**config.mk**
```make
export PLATFORM = sky130hd
export DESIGN_NAME = sumador_serie
export DESIGN_NICKNAME = d
export VERILOG_FILES = /design/src/rtl/sumador_pkg.sv /design/src/rtl/sumador_fa1b.sv /design/src/rtl/sumador_serie.sv
export SDC_FILE = /design/constraint.sdc
export NUM_CORES = 1
export LEC_CHECK = 0
export CAP_MARGIN = 20
export CORE_MARGIN = 10
export CORE_UTILIZATION = 36
export CTS_BUF_LIST = sky130_fd_sc_hd__clkbuf_8
export CTS_CLUSTER_DIAMETER = 40
export DETAILED_ROUTE_END_ITERATION = 6
export PLACE_DENSITY = 0.59
export SKIP_CTS_REPAIR_TIMING = 1
export SYNTH_ARGS = -nofsm -noshare
export SYNTH_HDL_FRONTEND = slang
export SYNTH_SLANG_ARGS = --single-unit
```
**constraint.sdc**
```tcl
create_clock -name clk -period 3.5 [get_ports clk]
set_input_delay 0.875 -clock clk [delete_from_list [all_inputs] [get_ports clk]]
set_output_delay 0.875 -clock clk [all_outputs]
set_load 0.02 [all_outputs]
```
**src/rtl/sumador_pkg.sv**
```systemverilog
// Shared types and defaults for the bit-serial adder engine.
package sumador_pkg;

    localparam int unsigned SUMADOR_WIDTH = 8;

    typedef enum logic [1:0] {
        IDLE = 2'd0,
        ADD  = 2'd1,
        DONE = 2'd2
    } state_t;

endpackage

```
**src/rtl/sumador_fa1b.sv**
```systemverilog
// Single-bit combinational full adder; the only arithmetic cell of the serial engine.
module sumador_fa1b (
    input  logic a,
    input  logic b,
    input  logic ci,
    output logic s,
    output logic co
);

    assign s  = a ^ b ^ ci;
    assign co = (a & b) | (ci & (a ^ b));

endmodule

```
**src/rtl/sumador_serie.sv**
```systemverilog
// Bit-serial adder: WIDTH-bit a+b+cin computed LSB-first through one full adder.
// Optional signed-overflow output is enabled with `define SUMADOR_OVF_EN.
module sumador_serie
    import sumador_pkg::*;
#(
    parameter int unsigned WIDTH = SUMADOR_WIDTH
) (
    input  logic             clk,
    input  logic             rst,
    input  logic             in_valid,
    output logic             in_ready,
    input  logic [WIDTH-1:0] a,
    input  logic [WIDTH-1:0] b,
    input  logic             cin,
    output logic             out_valid,
    input  logic             out_ready,
    output logic [WIDTH-1:0] sum,
    output logic             cout,
    output logic             busy
`ifdef SUMADOR_OVF_EN
    ,
    output logic             ovf
`endif
);

    localparam int unsigned     CW   = $clog2(WIDTH) + 1;
    localparam logic [CW-1:0]   LAST = CW'(WIDTH - 1);

    state_t           state, state_nx;
    logic [CW-1:0]    count;
    logic [WIDTH-1:0] a_sh, b_sh, acc, acc_nx, sum_q;
    logic             carry, cout_q;
    logic             fa_s, fa_co;
    logic             accept, last;

    sumador_fa1b u_fa (
        .a  (a_sh[0]),
        .b  (b_sh[0]),
        .ci (carry),
        .s  (fa_s),
        .co (fa_co)
    );

    always_ff @(posedge clk or posedge rst) begin
        if (rst) state <= IDLE;
        else     state <= state_nx;
    end

    always_comb begin
        state_nx  = state;
        in_ready  = 1'b0;
        out_valid = 1'b0;
        busy      = 1'b0;
        accept    = 1'b0;
        last      = 1'b0;
        case (state)
            IDLE: begin
                in_ready = 1'b1;
                if (in_valid) begin
                    accept   = 1'b1;
                    state_nx = ADD;
                end
            end
            ADD: begin
                busy = 1'b1;
                if (count == LAST) begin
                    last     = 1'b1;
                    state_nx = DONE;
                end
            end
            DONE: begin
                busy      = 1'b1;
                out_valid = 1'b1;
                if (out_ready) state_nx = IDLE;
            end
            default: state_nx = IDLE;
        endcase
    end

    // New sum bit enters at the MSB so bit i settles at position i after WIDTH shifts.
    always_comb begin
        acc_nx           = acc >> 1;
        acc_nx[WIDTH-1]  = fa_s;
    end

    // The shift accumulator is separate from sum_q so the visible result stays put during ADD.
    always_ff @(posedge clk or posedge rst) begin
        if (rst) begin
            a_sh   <= '0;
            b_sh   <= '0;
            acc    <= '0;
            sum_q  <= '0;
            carry  <= 1'b0;
            cout_q <= 1'b0;
            count  <= '0;
        end else if (accept) begin
            a_sh  <= a;
            b_sh  <= b;
            carry <= cin;
            count <= '0;
        end else if (state == ADD) begin
            a_sh  <= a_sh >> 1;
            b_sh  <= b_sh >> 1;
            acc   <= acc_nx;
            carry <= fa_co;
            if (last) begin
                sum_q  <= acc_nx;
                cout_q <= fa_co;
            end else begin
                count <= count + CW'(1);
            end
        end
    end

    assign sum  = sum_q;
    assign cout = cout_q;

`ifdef SUMADOR_OVF_EN
    logic ovf_q;

    // In the final ADD cycle the carry FF holds the carry into the MSB stage.
    always_ff @(posedge clk or posedge rst) begin
        if (rst)                       ovf_q <= 1'b0;
        else if (state == ADD && last) ovf_q <= carry ^ fa_co;
    end

    assign ovf = ovf_q;
`endif

endmodule
```
==> impl_metrics.ini, run 1 <==
[run_status]
status = finished clean

[synth]
syn_area_per_cell_sq_um = 12.1
synth_simple_gate_area_share_pct = 10.2
synth_compound_area_share_pct = 8.09
synth_fa_ha_area_share_pct = 5.30
yosysUniqueCellTypes = 27
synthArstFlopShare_pct = 100
ys.warnings.count = 0
syn-cell-area_sq_um = 1790
syn_nets = 176
synth_edf_count = 0
ys.flop_type = dfrtp_1
syn_inst = 148
synth_mux_area_share_pct = 19.1
synth_xor_area_share_pct = 0
synth_top_family_by_area = multiplexers
ys_seq_area_share_pct = 54.4
ys_ff_latch = 39

[clocking]
clk_pin_slew_ns = 0.07
cts_sinks = 39
clock_path_buffers = 2
cts_root_buf = clkbuf_8
cts_tree = yes
clkLatencyLatePin_ns = 0.29
cts_buffers = 5
cts_max_level = 2

[grt]
antenna_found_initial = 0
use_met1_pct = 9.24
grt_pass1_wl_um = 5740
grt_pass1_vias = 1296
top_usage_layer = met2
use_met2_pct = 13.8
grt_start_max_net_pins = 40
grtUsageMet3_pct = 3.33
gr-total-overflow = 0
grt_usage_pct = 8.43

[timing]
finalCritPeriodShare_pct = 72.8
max_clock_freq_ghz = 0.392
setup-tns-final_ns = 0
setup_violations = 0
hold_violations = 0
worst_slew_pin_slew_ns = 0.490
rsz0062_at_grt = false
clock-skew-final_ns = 0.00967
min_period_ns = 2.55
slew_headroom_pct = 67.3
slew_violations = 0
fin_ws_ns = 0.950

[final_layout]
num-nets-final = 210
stdcell_area_sq_um = 2260
syn_to_final_growth_pct = 26.2
drive_gt1_share_pct = 16.9
final_cells = 250
fill_cells = 448
seqCellArea_sq_um = 976
multi_input_area_sq_um = 764
insertedDiodeCount = 0

[drt]
ant_nets = 0
wirelength_um = 3280
vias_per_cell = 4.73
wl_per_cell_um = 13.1
drt_iter0_markers = 42
dr.pass1.iters = 4
post-route-drc-count = 0
vias = 1183

[floorplan]
die_width_um = 90.6
start_util_pct = 37.5
core_sq_um = 4790
die_area_sq_um = 8200
ios = 33
rows = 25
die_y_um = 90.6

[placed_design]
pre_cts_ws_ns = 1.05
placed_cell_area_sq_um = 2180
dp.cells = 242
io_buffer_count = 32
hpwlAfterDp_um = 2440
gp_congestion = 0.721

[critical_path]
worstPathArrival_ns = 1.67
ff2ff_setup_slack_ns = 1.53
cp-end-kind = output port
crit_path_start_kind = register
critPathKind = register to output port
cp_max_fo = 4
cp.required_ns = 2.62

[power]
vdd_drop_max_uv = 263
p_per_area_nw_per_um2 = 787
leakage_nw = 1.04

[job]
maxCapViolCount = 0

[worst_hold_path]
holdCritPathClass = register to register
[metal layers]
layer	vias to the layer above	wire, um	share of wire, %
met5	-	0	0
met4	0	49	1.5
met3	5	229	7.0
met2	34	1490	46
met1	566	1510	46
li1	578	-	-
[report_power, final]
part	leakage [nW]	internal (mW)	switching, mW
combinational	0.493	0.387	0.354
clock	0.0505	0.134	0.143
sequential	0.499	0.644	0.119
total	1.04	1.16	0.617
[critical path: stages, from the launching register on]
cell             delay, ns
dfrtp_1               0.39
inv_1                 0.10
ha_1                  0.29
clkdlybuf4s50_1       0.60
[synthesized netlist by cell type, drive strengths merged (2+ instances only)]
library cell / n / area share, %
nand2b: 2 / 0.70
mux2: 17 / 11
mux2i: 15 / 8.4
o21ai: 17 / 4.7
nor2b: 2 / 0.70
a21oi: 2 / 0.56
nand2: 19 / 4.0
ha: 6 / 4.2
inv: 4 / 0.84
a211oi: 2 / 0.84
nor3: 3 / 1.5
clkbuf: 2 / 0.42
buf: 6 / 1.7
dfrtp: 39 / 54
[stage by stage]
step	power, mW	utilization, %	hold slack [ns]
2_1_floorplan	1.29	-	0.475
3_3_place_gp	1.49	45.6	0.491
3_5_place_dp	1.53	45.6	0.500
4_1_cts	1.82	47.3	0.518
5_1_grt	1.93	47.3	0.526
6_report	1.78	47.3	0.509
[state kept, by name, summed over array words and instances (netlist names)]
| register | cells |
|---|---|
| count | 4 |
| b_sh | 8 |
| cout | 1 |
| acc | 7 |
| a_sh | 8 |
| carry | 1 |
| sum | 8 |
| state | 2 |
[placed cells by master, fill, tap and decap left out, types with 2 or more instances in the layout]
| master | n |
|---|---|
| inv_1 | 6 |
| ha_1 | 6 |
| mux2_2 | 17 |
| clkbuf_8 | 5 |
| mux2i_1 | 15 |
| nor3_1 | 2 |
| o21ai_0 | 17 |
| buf_4 | 3 |
| nand2_1 | 19 |
| dfrtp_1 | 39 |
| nor2b_1 | 2 |
| a21oi_1 | 2 |
| clkdlybuf4s50_1 | 32 |
| nand2b_1 | 2 |
| a211oi_1 | 2 |
[cell type report]
class	count	share of cell area, %
clock buffer	5	3.04
clock inverter	3	0.553
inverter	4	0.663
multi-input combinational	97	33.8
sequential	39	43.1
tap	67	3.70
timing repair buffer	35	15.1
[worst paths after layout]
check / cells after the start / startpoint / endpoint
setup / recovery: 3 / state[0]$_DFFE_PP0P_ / busy
hold / removal: 1 / sum[0]$_DFFE_PP0P_ / sum[0]$_DFFE_PP0P_
setup reg to reg: 5 / state[1]$_DFFE_PP0P_ / sum[4]$_DFFE_PP0P_
hold reg to reg: 1 / sum[0]$_DFFE_PP0P_ / sum[0]$_DFFE_PP0P_
max in group asynchronous: 3 / rst / a_sh[5]$_DFFE_PP0P_
min in group asynchronous: 3 / rst / sum[3]$_DFFE_PP0P_
[cell families after synthesis]
logic type / after synthesis
AO/OA/AOI/OAI: 25
adder cells (fa/ha/maj): 7
buffers and inverters: 12
flip-flops: 39
multiplexers: 32
AND/OR/NAND/NOR: 33
No activity file was read; power rests on OpenSTA's default activity.
==> run 2, diff against run 1 <==
==> constraint.sdc (replaced) <==
create_clock -name clk -period 2.7 [get_ports clk]
set_input_delay 0.675 -clock clk [delete_from_list [all_inputs] [get_ports clk]]
set_output_delay 0.675 -clock clk [all_outputs]
set_load 0.02 [all_outputs]
==> run 2 against run 1 <==
  * Sequential power up 30%
  * Critical path depth unchanged
  * Highest routed layer unchanged
  * Utilization did not move
  * Clock skew shrank 0.0052 ns
  * Worst hold slack got worse by 0.0013 ns
  * Combinational power increased by 29%
  * Register-to-register slack got worse by 0.80 ns
  * Critical endpoint unchanged
  * Final area unchanged
==> impl_metrics.ini, run 2 (same netlist as run 1, synthesis figures left out) <==
[drt]
vias = 1172
vias_per_cell = 4.69
dr.pass1.iters = 4
drt_iter0_markers = 51
ant_nets = 0
wl_per_cell_um = 13.4
wirelength_um = 3350
post-route-drc-count = 0

[grt]
grt_pass1_vias = 1316
gr-total-overflow = 0
top_usage_layer = met2
grt_pass1_wl_um = 5980
grtUsageMet3_pct = 4.07
antenna_found_initial = 0
use_met1_pct = 10.0
grt_usage_pct = 8.81
use_met2_pct = 14.1
grt_start_max_net_pins = 40

[critical_path]
reg2reg_from = state[1]$_DFFE_PP0P_
cp-end-kind = output port
worstPathArrival_ns = 1.65
cp_max_fo = 4
r2r.worst_path.cells = 5
worst_r2r_endpoint = sum[4]$_DFFE_PP0P_
cp.required_ns = 2.03
crit_path_start_kind = register
critPathKind = register to output port
ff2ff_setup_slack_ns = 0.73

[placed_design]
pre_cts_ws_ns = 0.452
io_buffer_count = 32
gp_congestion = 0.776
dp.cells = 242
hpwlAfterDp_um = 2450

[floorplan]
start_util_pct = 37.5
ios = 33
die_y_um = 90.6
die_width_um = 90.6
core_sq_um = 4790
rows = 25
die_area_sq_um = 8200

[timing]
rsz0062_at_grt = false
clock-skew-final_ns = 0.00451
fin_ws_ns = 0.373
finalCritPeriodShare_pct = 86.2
slew_violations = 0
hold_violations = 0
slew_headroom_pct = 67.3
worst_slew_pin_slew_ns = 0.490
setup_violations = 0
max_clock_freq_ghz = 0.430
setup-tns-final_ns = 0
min_period_ns = 2.33

[clocking]
clkLatencyLatePin_ns = 0.28
clock_path_buffers = 2
cts_root_buf = clkbuf_8
cts_buffers = 5
cts_sinks = 39
clk_pin_slew_ns = 0.07
cts_max_level = 2
cts_tree = yes

[worst_hold_path]
hold_path_end = sum[1]$_DFFE_PP0P_
hp-start = sum[1]$_DFFE_PP0P_
holdCritPathClass = register to register
worstHoldPathCells = 1

[final_layout]
fill_cells = 449
final_cells = 250
insertedDiodeCount = 0
syn_to_final_growth_pct = 26.2
num-nets-final = 210
final_cell_mix = 39 x dfrtp_1, 32 x clkdlybuf4s50_1, 19 x nand2_1, 17 x mux2_2, 17 x o21ai_0
final_common_cell = dfrtp_1
fin_util_pct = 47.3
drive_gt1_share_pct = 16.9

[job]
maxCapViolCount = 0

[power]
vdd_drop_max_uv = 343
finalPower_mw = 2.31
p_per_area_nw_per_um2 = 1020
leakage_nw = 1.04

[run_status]
status = finished clean
-- run 2: cell counts in the layout (fill, tap and decap cells not counted) --
Identical to the previous run, type by type.
-- run 2: routing by layer --
layer / part of all wire (%) / routed length (um)
met5: 0 / 0
met2: 44 / 1490
met4: 1.4 / 48
met3: 6.5 / 218
met1: 48 / 1600
-- run 2: power breakdown --
group / total (mW) / internal, mW / switching, mW
combinational: 0.958 / 0.500 / 0.458
clock: 0.362 / 0.174 / 0.188
sequential: 0.991 / 0.835 / 0.156
-- run 2: final cells by class --
cell class                 instances  area, sq um  area share, %
inverter                           4         15.0          0.663
tap                               67         83.8           3.70
sequential                        39          976           43.1
timing repair buffer              35          343           15.1
multi-input combinational         97          764           33.8
clock buffer                       5         68.8           3.04
clock inverter                     3         12.5          0.553
-- run 2: worst max path at each step --
stage	start	slack (ns)	to	depth (start not counted)
6_report	state[0]$_DFFE_PP0P_	0.37	busy	3
5_1_grt	state[0]$_DFFE_PP0P_	0.26	in_ready	3
4_1_cts	state[0]$_DFFE_PP0P_	0.34	in_ready	3
3_5_place_dp	in_valid	0.45	sum[0]$_DFFE_PP0P_	4
3_3_place_gp	in_valid	0.49	sum[4]$_DFFE_PP0P_	4
2_1_floorplan	state[0]$_DFFE_PP0P_	0.89	cout$_DFFE_PP0P_	5
-- run 2: stage by stage --
stage               area [sq um]  hold slack (ns)
finish                      2260            0.507
global route                2260            0.526
CTS                         2260            0.516
detailed placement          2180            0.499
global placement            2180            0.492
floorplan                   1790            0.475
-- run 2: worst max-delay path: stages, from the launching register on --
cell             delay (ns)
dfrtp_1                0.39
inv_1                  0.10
ha_1                   0.28
clkdlybuf4s50_1        0.60
